==> src/rtl/ext_arbiter_pkg.sv <==
// Shared definitions for the immediate-extension arbiter: extension op
// encodings, requester indices, datapath widths and the extension function.
package ext_arbiter_pkg;

  localparam int unsigned IMM_W = 16;
  localparam int unsigned RES_W = 32;

  // Requester indices
  localparam logic REQ_DEC = 1'b0;
  localparam logic REQ_BR  = 1'b1;

  // Extension op encodings
  typedef enum logic [1:0] {
    EOP_SEXT     = 2'b00,
    EOP_ZEXT     = 2'b01,
    EOP_LUI      = 2'b10,
    EOP_SEXT_SL2 = 2'b11
  } eop_e;

  // Produce the 32-bit extended immediate for one 16-bit field and op
  function automatic logic [RES_W-1:0] ext_imm(input logic [IMM_W-1:0] imm,
                                               input eop_e eop);
    logic [RES_W-1:0] res;
    res = {RES_W{1'b0}};
    case (eop)
      EOP_SEXT:     res = {{16{imm[15]}}, imm};
      EOP_ZEXT:     res = {16'h0000, imm};
      EOP_LUI:      res = {imm, 16'h0000};
      EOP_SEXT_SL2: res = {{14{imm[15]}}, imm, 2'b00};
      default:      res = {RES_W{1'b0}};
    endcase
    return res;
  endfunction

endpackage

==> src/rtl/ext_arbiter_rr_arb2.sv <==
// Two-way round-robin arbiter. A lone request is always granted; when both
// request, the one not granted last time wins. The history bit only moves
// when the caller reports that the grant was actually consumed.
module rr_arb2 #(
  parameter bit FIRST_GNT = 1'b0
) (
  input  logic       clk,
  input  logic       rst_n,
  input  logic [1:0] req,
  input  logic       advance,
  output logic [1:0] gnt
);

  logic last_gnt_q;
  logic last_gnt_d;

  // Grant decode from the current requests and the last winner
  always_comb begin
    gnt = 2'b00;
    case (req)
      2'b01:   gnt = 2'b01;
      2'b10:   gnt = 2'b10;
      2'b11:   gnt = last_gnt_q ? 2'b01 : 2'b10;
      default: gnt = 2'b00;
    endcase
  end

  // History update: remember the winner only when the grant was taken
  always_comb begin
    last_gnt_d = last_gnt_q;
    if (advance && (gnt != 2'b00)) begin
      last_gnt_d = gnt[1];
    end else begin
      last_gnt_d = last_gnt_q;
    end
  end

  // Last-winner register; reset value makes FIRST_GNT win the first contest
  always_ff @(posedge clk or negedge rst_n) begin
    if (!rst_n) begin
      last_gnt_q <= ~FIRST_GNT;
    end else begin
      last_gnt_q <= last_gnt_d;
    end
  end

endmodule

==> src/rtl/ext_arbiter.sv <==
// Shares one immediate-extension datapath between the decode path (req 0)
// and the branch-target path (req 1). Round-robin grant, valid/ready on both
// sides, a single registered result stage and saturating service counters.
module ext_arbiter
  import ext_arbiter_pkg::*;
#(
  parameter int unsigned CNT_W     = 16,
  parameter bit          FIRST_GNT = 1'b0
) (
  input  logic             clk,
  input  logic             rst_n,
  input  logic [1:0]       req_valid,
  input  logic [31:0]      req_imm,
  input  logic [3:0]       req_eop,
  output logic [1:0]       req_ready,
  output logic             out_valid,
  input  logic             out_ready,
  output logic [31:0]      out_ext,
  output logic             out_id,
  output logic [CNT_W-1:0] svc_cnt0,
  output logic [CNT_W-1:0] svc_cnt1
);

  logic [1:0]       gnt_s;
  logic             can_accept_s;
  logic             accept_s;
  logic             sel_s;
  logic [IMM_W-1:0] imm_sel_s;
  logic [1:0]       eop_sel_s;
  logic [RES_W-1:0] ext_s;

  logic             out_valid_q, out_valid_d;
  logic [RES_W-1:0] out_ext_q,   out_ext_d;
  logic             out_id_q,    out_id_d;
  logic [CNT_W-1:0] cnt0_q,      cnt0_d;
  logic [CNT_W-1:0] cnt1_q,      cnt1_d;

  localparam logic [CNT_W-1:0] CNT_MAX = {CNT_W{1'b1}};
  localparam logic [CNT_W-1:0] CNT_ONE = {{(CNT_W-1){1'b0}}, 1'b1};

  rr_arb2 #(
    .FIRST_GNT (FIRST_GNT)
  ) u_arb (
    .clk     (clk),
    .rst_n   (rst_n),
    .req     (req_valid),
    .advance (accept_s),
    .gnt     (gnt_s)
  );

  // Handshake: the result slot is free when empty or being drained now;
  // ready is forced low while reset is held
  always_comb begin
    can_accept_s = !out_valid_q || out_ready;
    if (rst_n && can_accept_s) begin
      req_ready = gnt_s;
    end else begin
      req_ready = 2'b00;
    end
    accept_s = |(req_valid & req_ready);
    sel_s    = req_ready[1];
  end

  // Extension datapath on the granted requester's fields
  always_comb begin
    if (sel_s == REQ_BR) begin
      imm_sel_s = req_imm[31:16];
      eop_sel_s = req_eop[3:2];
    end else begin
      imm_sel_s = req_imm[15:0];
      eop_sel_s = req_eop[1:0];
    end
    ext_s = ext_imm(imm_sel_s, eop_e'(eop_sel_s));
  end

  // Result stage next-state: load on accept, clear valid on a bare drain
  always_comb begin
    out_valid_d = out_valid_q;
    out_ext_d   = out_ext_q;
    out_id_d    = out_id_q;
    if (accept_s) begin
      out_valid_d = 1'b1;
      out_ext_d   = ext_s;
      out_id_d    = sel_s;
    end else if (out_ready) begin
      out_valid_d = 1'b0;
    end else begin
      out_valid_d = out_valid_q;
    end
  end

  // Service counters next-state, saturating at all-ones
  always_comb begin
    cnt0_d = cnt0_q;
    cnt1_d = cnt1_q;
    if (req_ready[0] && req_valid[0] && (cnt0_q != CNT_MAX)) begin
      cnt0_d = cnt0_q + CNT_ONE;
    end else begin
      cnt0_d = cnt0_q;
    end
    if (req_ready[1] && req_valid[1] && (cnt1_q != CNT_MAX)) begin
      cnt1_d = cnt1_q + CNT_ONE;
    end else begin
      cnt1_d = cnt1_q;
    end
  end

  // State registers; async reset discards any pending result and counts
  always_ff @(posedge clk or negedge rst_n) begin
    if (!rst_n) begin
      out_valid_q <= 1'b0;
      out_ext_q   <= {RES_W{1'b0}};
      out_id_q    <= 1'b0;
      cnt0_q      <= {CNT_W{1'b0}};
      cnt1_q      <= {CNT_W{1'b0}};
    end else begin
      out_valid_q <= out_valid_d;
      out_ext_q   <= out_ext_d;
      out_id_q    <= out_id_d;
      cnt0_q      <= cnt0_d;
      cnt1_q      <= cnt1_d;
    end
  end

  assign out_valid = out_valid_q;
  assign out_ext   = out_ext_q;
  assign out_id    = out_id_q;
  assign svc_cnt0  = cnt0_q;
  assign svc_cnt1  = cnt1_q;

endmodule
==> config.mk <==
export PLATFORM = sky130hd
export DESIGN_NAME = ext_arbiter
export DESIGN_NICKNAME = d
export VERILOG_FILES = /design/src/rtl/ext_arbiter_pkg.sv /design/src/rtl/ext_arbiter_rr_arb2.sv /design/src/rtl/ext_arbiter.sv
export SDC_FILE = /design/constraint.sdc
export NUM_CORES = 1
export LEC_CHECK = 0
export CAP_MARGIN = 20
export CORE_MARGIN = 3
export CORE_UTILIZATION = 47
export CTS_BUF_LIST = sky130_fd_sc_hd__clkbuf_4 sky130_fd_sc_hd__clkbuf_8 sky130_fd_sc_hd__clkbuf_16
export DETAILED_ROUTE_END_ITERATION = 7
export GPL_TIMING_DRIVEN = 0
export PLACE_DENSITY = 0.87
export SKIP_LAST_GASP = 1
export SYNTH_ARGS = -nofsm -noshare
export SYNTH_HDL_FRONTEND = slang
export SYNTH_SLANG_ARGS = --single-unit
==> constraint.sdc <==
create_clock -name clk -period 2.3 [get_ports clk]
set_input_delay 0.345 -clock clk [delete_from_list [all_inputs] [get_ports clk]]
set_output_delay 0.345 -clock clk [all_outputs]
set_load 0.005 [all_outputs]
# Word level (Yosys, flattened, before mapping)
# Index checks and enable logic that the tools add are counted.
# Widths: inputs -> output; s select.
# classes
n_addsub	2
eq_ne	8
n_mux	8
n_bitwise	1
n_reduce_logical	12
# ops
op	count
$pmux 32 s4	1
$add 16x1->16 const B	2
$ne 16x16->1 const B	2
$mux 16	1
$eq 2x2->1 const B	4
$logic_and 1x1->1	6
$mux 2	3
$pmux 2 s3	1
$eq 2x1->1 const B	2
$reduce_bool 2->1	2
$and 2x2->2	1
$logic_not 2->1	1
$mux 1	2
$reduce_or 2->1	1
$logic_not 1->1	1
$logic_or 1x1->1	1
# word_totals
regBits	67
inputBits	41
elab_cells	37

# Depth between registers and ports, before layout
# Gate-level depths: netlist (run 1).
# logic_depth
word_depth	7
ltp_mapped	8
depth_no_buf	6

# By module
# From an unflattened synthesis (run 1), not the netlist that was laid out.
# hier_totals
cells_unflattened	339
hier_area_um2	3477.1
# by_module_without_submodules
module	instances	cells_each	area_each_um2	seq_area_each_um2
ext_arbiter	1	333	3420.8	1651.6
rr_arb2	1	6	56.3	26.3

# Worst setup path after synthesis (run 1)
# Ideal clock, no wire load.
# synth_path
path_type	flip-flop to flip-flop
start	reg u_arb.last_gnt_q
end	reg out_ext_q[17] (netlist: out_ext[17])
t_arrival_ns	1.512
t_required_ns	2.173
slack_ns	0.661
stages_incl_launch_ff	8
n_path_buf	1
period_less_slack_ns	1.639
cell_sequence	dfstp_2 -> nand2_1 -> nand4_4 -> inv_2 -> mux2_4 -> buf_6 -> a22oi_1 -> o21ai_1
# synth_via
elab_chain_cells	6
word_cells_on_any_way	12
# synth_lines
element	line_no	rtl
from (decl)	ext_arbiter_rr_arb2.sv:14	logic last_gnt_q;
from (signal assigned)	ext_arbiter_rr_arb2.sv:41	last_gnt_q <= ~FIRST_GNT;
from (signal assigned)	ext_arbiter_rr_arb2.sv:43	last_gnt_q <= last_gnt_d;
$mux 2 *	ext_arbiter_rr_arb2.sv:23	2'b11: gnt = last_gnt_q ? 2'b01 : 2'b10;
$pmux 2 s3 *	ext_arbiter_rr_arb2.sv:20	case (req)
$mux 2 *	ext_arbiter.sv:55	if (rst_n && can_accept_s) begin
$mux 2	ext_arbiter.sv:66	if (sel_s == REQ_BR) begin
$eq 2x2->1, or another cell as far along	ext_arbiter_pkg.sv:25	case (eop)
$pmux 32 s4	ext_arbiter_pkg.sv:25	
to (signal assigned)	ext_arbiter.sv:112	out_ext_q <= {RES_W{1'b0}};
to (signal assigned)	ext_arbiter.sv:118	out_ext_q <= out_ext_d;
to (decl)	ext_arbiter.sv:33	logic [RES_W-1:0] out_ext_q, out_ext_d;
# Mark *: on every way between the ends. The rest lies on a longest branch, timed or not.
# A chain may end at the register's enable or synchronous reset.

# Final worst setup path (run 1)
# layout_path
start	in rst_n
end	out req_ready[1]
# layout_via
elab_chain_cells	2
# layout_lines
element	line_no	rtl
from (decl)	ext_arbiter.sv:11	input logic rst_n,
$logic_and 1x1->1	ext_arbiter.sv:55	
$mux 2	ext_arbiter.sv:55	
to (decl)	ext_arbiter.sv:15	output logic [1:0] req_ready,
# Every way passes these cells.

==> results_dict.tcl, run 1 <==
set metrics [dict create \
    synthArstFlopShare_pct 100.0 \
    r2r_setup_slack_ns 0.35 \
    synth-edff-count 0 \
    h-tree-depth 3 \
    path_buf_inv 4 \
    dr_total_vias 3351 \
    synth_ff_type "dfrtp_1" \
    synth_top_area_share_pct 47.97 \
    synthCells 345 \
    grt_max_degree 71 \
    cts_buffers 9 \
    tightest_slew_ns 0.8927 \
    grt_antenna_before_repair 0 \
    critPathLaunchType "primary input" \
    min_from "out_ext[8]$_DFFE_PN0P_" \
    hpwl_mm 7.759 \
    drtIter0Drc 260 \
    clk_path_buf_depth 2 \
    drv_slew 0 \
    wire_per_inst_um 18.31 \
    ff2ff_path_depth 9 \
    finalHoldViolCount 0 \
    synth_top_area_cell "dfrtp_1" \
    drv_cap 0 \
    grt_first_pass_wirelength_mm 16.77 \
    fmax_mhz 457.0 \
    yosysWarnings 0 \
    max_stage_delay_ns 0.57 \
    clockRootBuffer "clkbuf_8" \
    period_share_pct 95.15 \
    globalplace.congestion 0.8956 \
    numPortBuffers 108 \
    die-area_um2 8390 \
    avgViaCountPerCell 5.858 \
    path_max_fanout 6 \
    min_to "out_ext[8]$_DFFE_PN0P_" \
    clk_pin_slew_ns 0.06 \
    drc 0 \
    syn_area_per_cell_um2 9.981 \
    finalNetCount 514 \
    setup_violations 0 \
    hold_class "register to register" \
    dpl.cell_count 549 \
    worst_clock_skew_ns 0.008404 \
    syn-num-nets 388 \
    critPathTopFamily "buffers and inverters" \
    status "completed" \
    global_route.overflow_total 0 \
    crit_type "primary input to output pin" \
    ys_ff_latch 67 \
    holdPathStages 2 \
    peakVddDrop_uv 488.8 \
    initial_utilization_pct 49.59 \
    ys_seq_area_share_pct 48.73 \
    regToRegStartpoint "u_arb.last_gnt_q$_DFFE_PN1P_" \
    crit_chain "dlygate4sd3_1 -> buf_8 -> nand4_4 -> inv_6 -> clkdlybuf4s50_1" \
    num_rows 30 \
    netlist-cell-type-count 49 \
    powerDensity_nw_per_um2 729.9 \
    synthTopCellsByArea "dfrtp_1, nand2_1, a221oi_1, xnor2_1, a22o_1" \
    grtUsageTotal_pct 25.14 \
    cts_tree "yes" \
    first_global_vias 3268 \
    reg2reg_to "out_ext[20]$_DFFE_PN0P_" \
    die_h_um 91.60 \
    cts_sinks 67 \
    final_cells 572 \
    area_growth_pct 42.55 \
    drive_above_1_share_pct 9.874 \
    fp.coreArea_um2 6944 \
    required_ns 1.96 \
    fin_total_pwr_mw 3.583 \
    antennaDiodeCount 0 \
    syn_area_um2 3443 \
    worst_path_max_delay_cell "dlygate4sd3_1" \
    relSlewSlack_pct 40.23 \
    ant_nets 0 \
    fin_crit_ns 2.188 \
    crit_arrival_ns 1.84 \
    num_io_pins 109 \
    end_kind "output pin" \
    power.leakage_nw 2.023 \
    fp.dieW_um 91.60 \
    rsz0062_at_grt "no" \
    clk_latency_ns 0.34 \
    wirelength_mm 10.48 \
    drt-pass1-iter-count 5 \
]
## state kept, by name, summed over array words and instances (netlist names)
signal,flops
out_ext,32
svc_cnt1,16
out_id,1
svc_cnt0,16
u_arb.last_gnt_q,1
out_valid,1
## placed cells by master, fill, tap and decap left out, types with 3 or more instances in the layout
cell             synthesis  routed
nand4_1                 10      10
and2_1                   3       3
xnor2_1                 17      17
a221oi_1                25      25
mux2_2                   4       4
clkinvlp_4               0       3
xor2_1                  10      10
nor2_1                  13      13
a21oi_1                  6       6
nor3_1                   4       4
o211ai_1                 4       4
o31ai_1                 12      12
and3_1                   5       5
dfrtp_1                 66      66
clkdlybuf4s50_1          0     107
clkbuf_8                 0       9
o21ai_0                  7       7
buf_2                    4       3
nand2_1                 65      65
inv_1                    4       4
nand3_1                 21      21
a22o_1                  14      14
clkbuf_1                13      13
buf_4                    1       6
## power breakdown
group / internal, mW / leakage [nW] / switching, mW
clock: 0.411 / 0.0822 / 0.455
combinational: 0.657 / 1.09 / 0.463
sequential: 1.40 / 0.854 / 0.194
## timing repair
action,in CTS,in global routing
endpoints found under the hold margin,66,10
resized for setup,4,1
setup buffers,1,4
endpoints found under the setup margin,2,4
pin swaps,0,1
## Yosys cell counts, drive strengths merged (3+ instances only)
library cell / instances
a22o: 14
dfrtp: 66
o31ai: 12
inv: 7
nand4: 11
o21ai: 9
nand2: 65
and3: 5
or2: 3
a21oi: 6
xor2: 10
nand3: 21
nor3: 5
buf: 6
mux2: 5
a221oi: 25
clkbuf: 13
o211ai: 4
and2: 3
xnor2: 17
nor4: 4
nor2: 13
## worst register-to-register path, delay by kind of cell, from the launching register on
kind	cells	cell delay [ns]
flops	1	0.57
compound gates	1	0.19
simple gates	4	0.43
buf+inv	4	0.64
## cell families after synthesis
kind of cell	synth area share [%]
flops	48.73
compound gates	18.53
simple gates	19.51
buf+inv	3.307
mux	2.325
fa+ha+maj	0.7266
xor+xnor	6.868
## cell type report
type,count,area (µm²)
Fill cell,534,2036
Sequential cell,67,1678
Multi-Input combinational cell,252,1652
Timing Repair Buffer,116,1171
Clock buffer,11,138.9
Tap cell,96,120.1
Buffer,18,82.58
Inverter,7,33.78
Clock inverter,5,32.53
## through the flow
| step | TNS (ns) | hold WS (ns) | setup WS, ns | cell area, µm² | util, % |
|---|---|---|---|---|---|
| finish | 0 | 0.4774 | 0.1116 | 4908 | 70.68 |
| global placement | -265.82 | 0.4625 | -2.858 | 4644 | 66.88 |
| floorplan | 0 | 0.04941 | 0.6611 | 3443 | - |
| detailed placement | -8.320 | 0.4664 | -0.5152 | 4642 | 66.85 |
| CTS | 0 | -0.02717 | 0.008584 | 4828 | 69.53 |
| global route | 0 | 0.5011 | 0.06421 | 4908 | 70.68 |
## layer usage
metal  wire length, µm  GRT usage, %
met4               229         8.291
met2              5173         41.51
met1              4357         33.16
met3               715         4.805
met5                 0             0
## how the worst max path moves through the flow
stage                                            start                 endpoint  slack [ns]  depth (start not counted)
after detailed placement                         rst_n             req_ready[1]       -0.52                          5
after floorplan           u_arb.last_gnt_q$_DFFE_PN1P_  out_ext[17]$_DFFE_PN0P_        0.66                          7
final                                            rst_n             req_ready[1]        0.11                          5
after global placement                           rst_n             req_ready[1]       -2.86                          5
after global routing                             rst_n             req_ready[1]        0.06                          5
after CTS                                    out_ready             req_ready[0]       0.009                          5
No activity file was read; power rests on OpenSTA's default activity.
==> inputs of run 2 (changes only) <==
--- a/config.mk
+++ b/config.mk
@@ -13,6 +13,7 @@
 export GPL_TIMING_DRIVEN = 0
 export PLACE_DENSITY = 0.87
 export SKIP_LAST_GASP = 1
+export SLEW_MARGIN = 10
 export SYNTH_ARGS = -nofsm -noshare
 export SYNTH_HDL_FRONTEND = slang
 export SYNTH_SLANG_ARGS = --single-unit
==> run 2 against run 1 <==
Net effect:
- the run now ends with negative hold slack left
- cell count fell by 0.17%
- clock power rose by 5.7%
- power up 1.1%
- critical path type unchanged
- design area decreased by 0.15%
- sequential power hardly changed
- hold slack got worse by 0.48 ns
- non-clock buffer count down 1
- die area unchanged
- via count is 0.84% lower
- maximum frequency fell by 0.87%
- sequential cell count is the same
==> results_dict.tcl, run 2 (synthesized netlist as in run 1, its figures left out) <==
set metrics [dict create \
    status "finished, violations left" \
    violations "negative hold slack" \
    avgViaCountPerCell 5.820 \
    cts_tree "yes" \
    met1Wirelength_mm 4.257 \
    relSlewSlack_pct 38.98 \
    clkPwrFrac_pct 25.2 \
    powerDensity_nw_per_um2 739.4 \
    grt_antenna_before_repair 0 \
    switchingPower_mw 1.109 \
    setup.worst_path.end "req_ready[0]" \
    power.share.switching_pct 30.59 \
    num_rows 30 \
    power.leakage_nw 2.026 \
    layout_commonest_cell "clkdlybuf4s50_1" \
    setup_violations 0 \
    clk_latency_ns 0.34 \
    drc 0 \
    p_comb_share_pct 30.7 \
    drv_cap 0 \
    wire_per_inst_um 18.02 \
    drive_above_1_share_pct 9.895 \
    wl_met3_um 713 \
    met2_wirelength_mm 5.086 \
    ant_nets 0 \
    critPathLaunchType "primary input" \
    die-area_um2 8390 \
    first_global_vias 3316 \
    finalHoldViolCount 8 \
    fp.dieW_um 91.60 \
    global_route.overflow_total 0 \
    fmax_mhz 453.0 \
    peakVddDrop_uv 515.9 \
    fin_hold_ws_ns -0.007369 \
    drtIter0Drc 277 \
    die_h_um 91.60 \
    hpwl_mm 7.839 \
    ff2ff_path_depth 9 \
    drt-pass1-iter-count 5 \
    clockRootBuffer "clkbuf_8" \
    required_ns 1.96 \
    pwr-share-seq_pct 44.1 \
    worstSetupStartpoint "req_valid[1]" \
    fillers 559 \
    tightest_slew_ns 0.9112 \
    mostFrequentLayoutCells "clkdlybuf4s50_1, dfrtp_1, nand2_1" \
    wirelength_mm 10.29 \
    fin_crit_ns 2.208 \
    grtUsageTotal_pct 25.28 \
    drv_slew 0 \
    h-tree-depth 3 \
    clk_path_buf_depth 2 \
    clk_pin_slew_ns 0.07 \
    dpl.cell_count 550 \
    highest_layer "met4" \
    grt_first_pass_wirelength_mm 16.95 \
    num_io_pins 109 \
    crit_type "primary input to output pin" \
    cts_sinks 67 \
    finalNetCount 513 \
    rsz0062_at_grt "no" \
    reg2reg_to "out_ext[23]$_DFFE_PN0P_" \
    dr_total_vias 3323 \
    period_share_pct 95.98 \
    regToRegStartpoint "u_arb.last_gnt_q$_DFFE_PN1P_" \
    fin_total_pwr_mw 3.624 \
    r2r_setup_slack_ns 0.27 \
    largest_register_ffs 32 \
    crit_arrival_ns 1.86 \
    multiInputGateArea_um2 1652 \
    numPortBuffers 108 \
    seq_area_um2 1678 \
    final_cells 571 \
    path_max_fanout 7 \
    cts_buffers 9 \
    intPower_mw 2.515 \
    antennaDiodeCount 0 \
    end_kind "output pin" \
    worst_clock_skew_ns 0.01128 \
    fp.coreArea_um2 6944 \
    initial_utilization_pct 49.59 \
    globalplace.congestion 0.8956 \
    hold_class "primary input to async pin" \
    grt_max_degree 66 \
    area_growth_pct 42.33 \
]
==> run 2: cell types whose count changed in the layout (fill, tap and decap cells not counted) <==
cell,before,now
inv_4,1,0
inv_2,1,2
clkbuf_4,2,1
dlygate4sd3_1,2,1
buf_4,6,7
clkinvlp_4,3,2
buf_8,1,0
clkbuf_8,9,11
==> run 2: power by group through the flow <==
stage / combinational [mW] / clock (mW) / sequential (mW)
floorplan: 0.399 / 0 / 1.61
global placement: 1.07 / 0 / 1.60
detailed placement: 1.10 / 0 / 1.62
CTS: 1.11 / 0.915 / 1.60
global route: 1.20 / 0.972 / 1.63
finish: 1.11 / 0.915 / 1.60
==> run 2: repair_timing <==
action                                 4_1_cts  5_1_grt
hold buffers                                 1        0
pin swaps                                    0        1
gates resized for setup                      2        0
setup buffers                                1        4
setup endpoints to repair                    1        1
endpoints found under the hold margin        5        0
==> run 2: worst max-delay path: stages <==
cell and delay (ns):
clkdlybuf4s50_1 0.55, inv_1 0.09, o2111ai_4 0.29, inv_2 0.12, clkdlybuf4s50_1 0.46
==> run 2: how the worst min path moves through the flow <==
stage,to,slack [ns],cells past startpoint
after detailed placement,out_ext[11]$_DFFE_PN0P_,0.17,1
after global placement,out_ext[0]$_DFFE_PN0P_,0.46,2
after global routing,out_ext[2]$_DFFE_PN0P_,0.02,2
after CTS,out_ext[2]$_DFFE_PN0P_,0.02,2
after floorplan,out_ext[0]$_DFFE_PN0P_,0.05,0
final,out_ext[12]$_DFFE_PN0P_,-0.007,2
==> run 2: metrics by stage <==
stage	setup WS (ns)	hold WS (ns)	util [%]	area [µm²]	TNS, ns
6_report	0.09237	-0.007369	70.58	4901	0
5_1_grt	0.01732	0.02060	70.58	4901	0
4_1_cts	0.002031	0.02207	70.14	4871	0
3_5_place_dp	-0.2491	0.1651	67.24	4669	-0.2491
3_3_place_gp	-2.858	0.4625	66.88	4644	-265.82
2_1_floorplan	0.6611	0.04941	-	3443	0
==> run 2: area by class of cell <==
class	instances	share of cell area, %
plain buffers	18	1.685
clock buffers	12	3.242
clock inverters	4	0.5106
inverters	7	0.6382
multi-input cells	252	33.70
flip-flops and latches	67	34.24
well taps	96	2.451
repair buffers	115	23.54
==> run 2: routing by layer <==
metal | track usage, % | vias to the layer above
li1 | - | 1522
met1 | 32.83 | 1617
met2 | 42.54 | 160
met3 | 4.888 | 24
met4 | 7.789 | 0
met5 | 0 | -
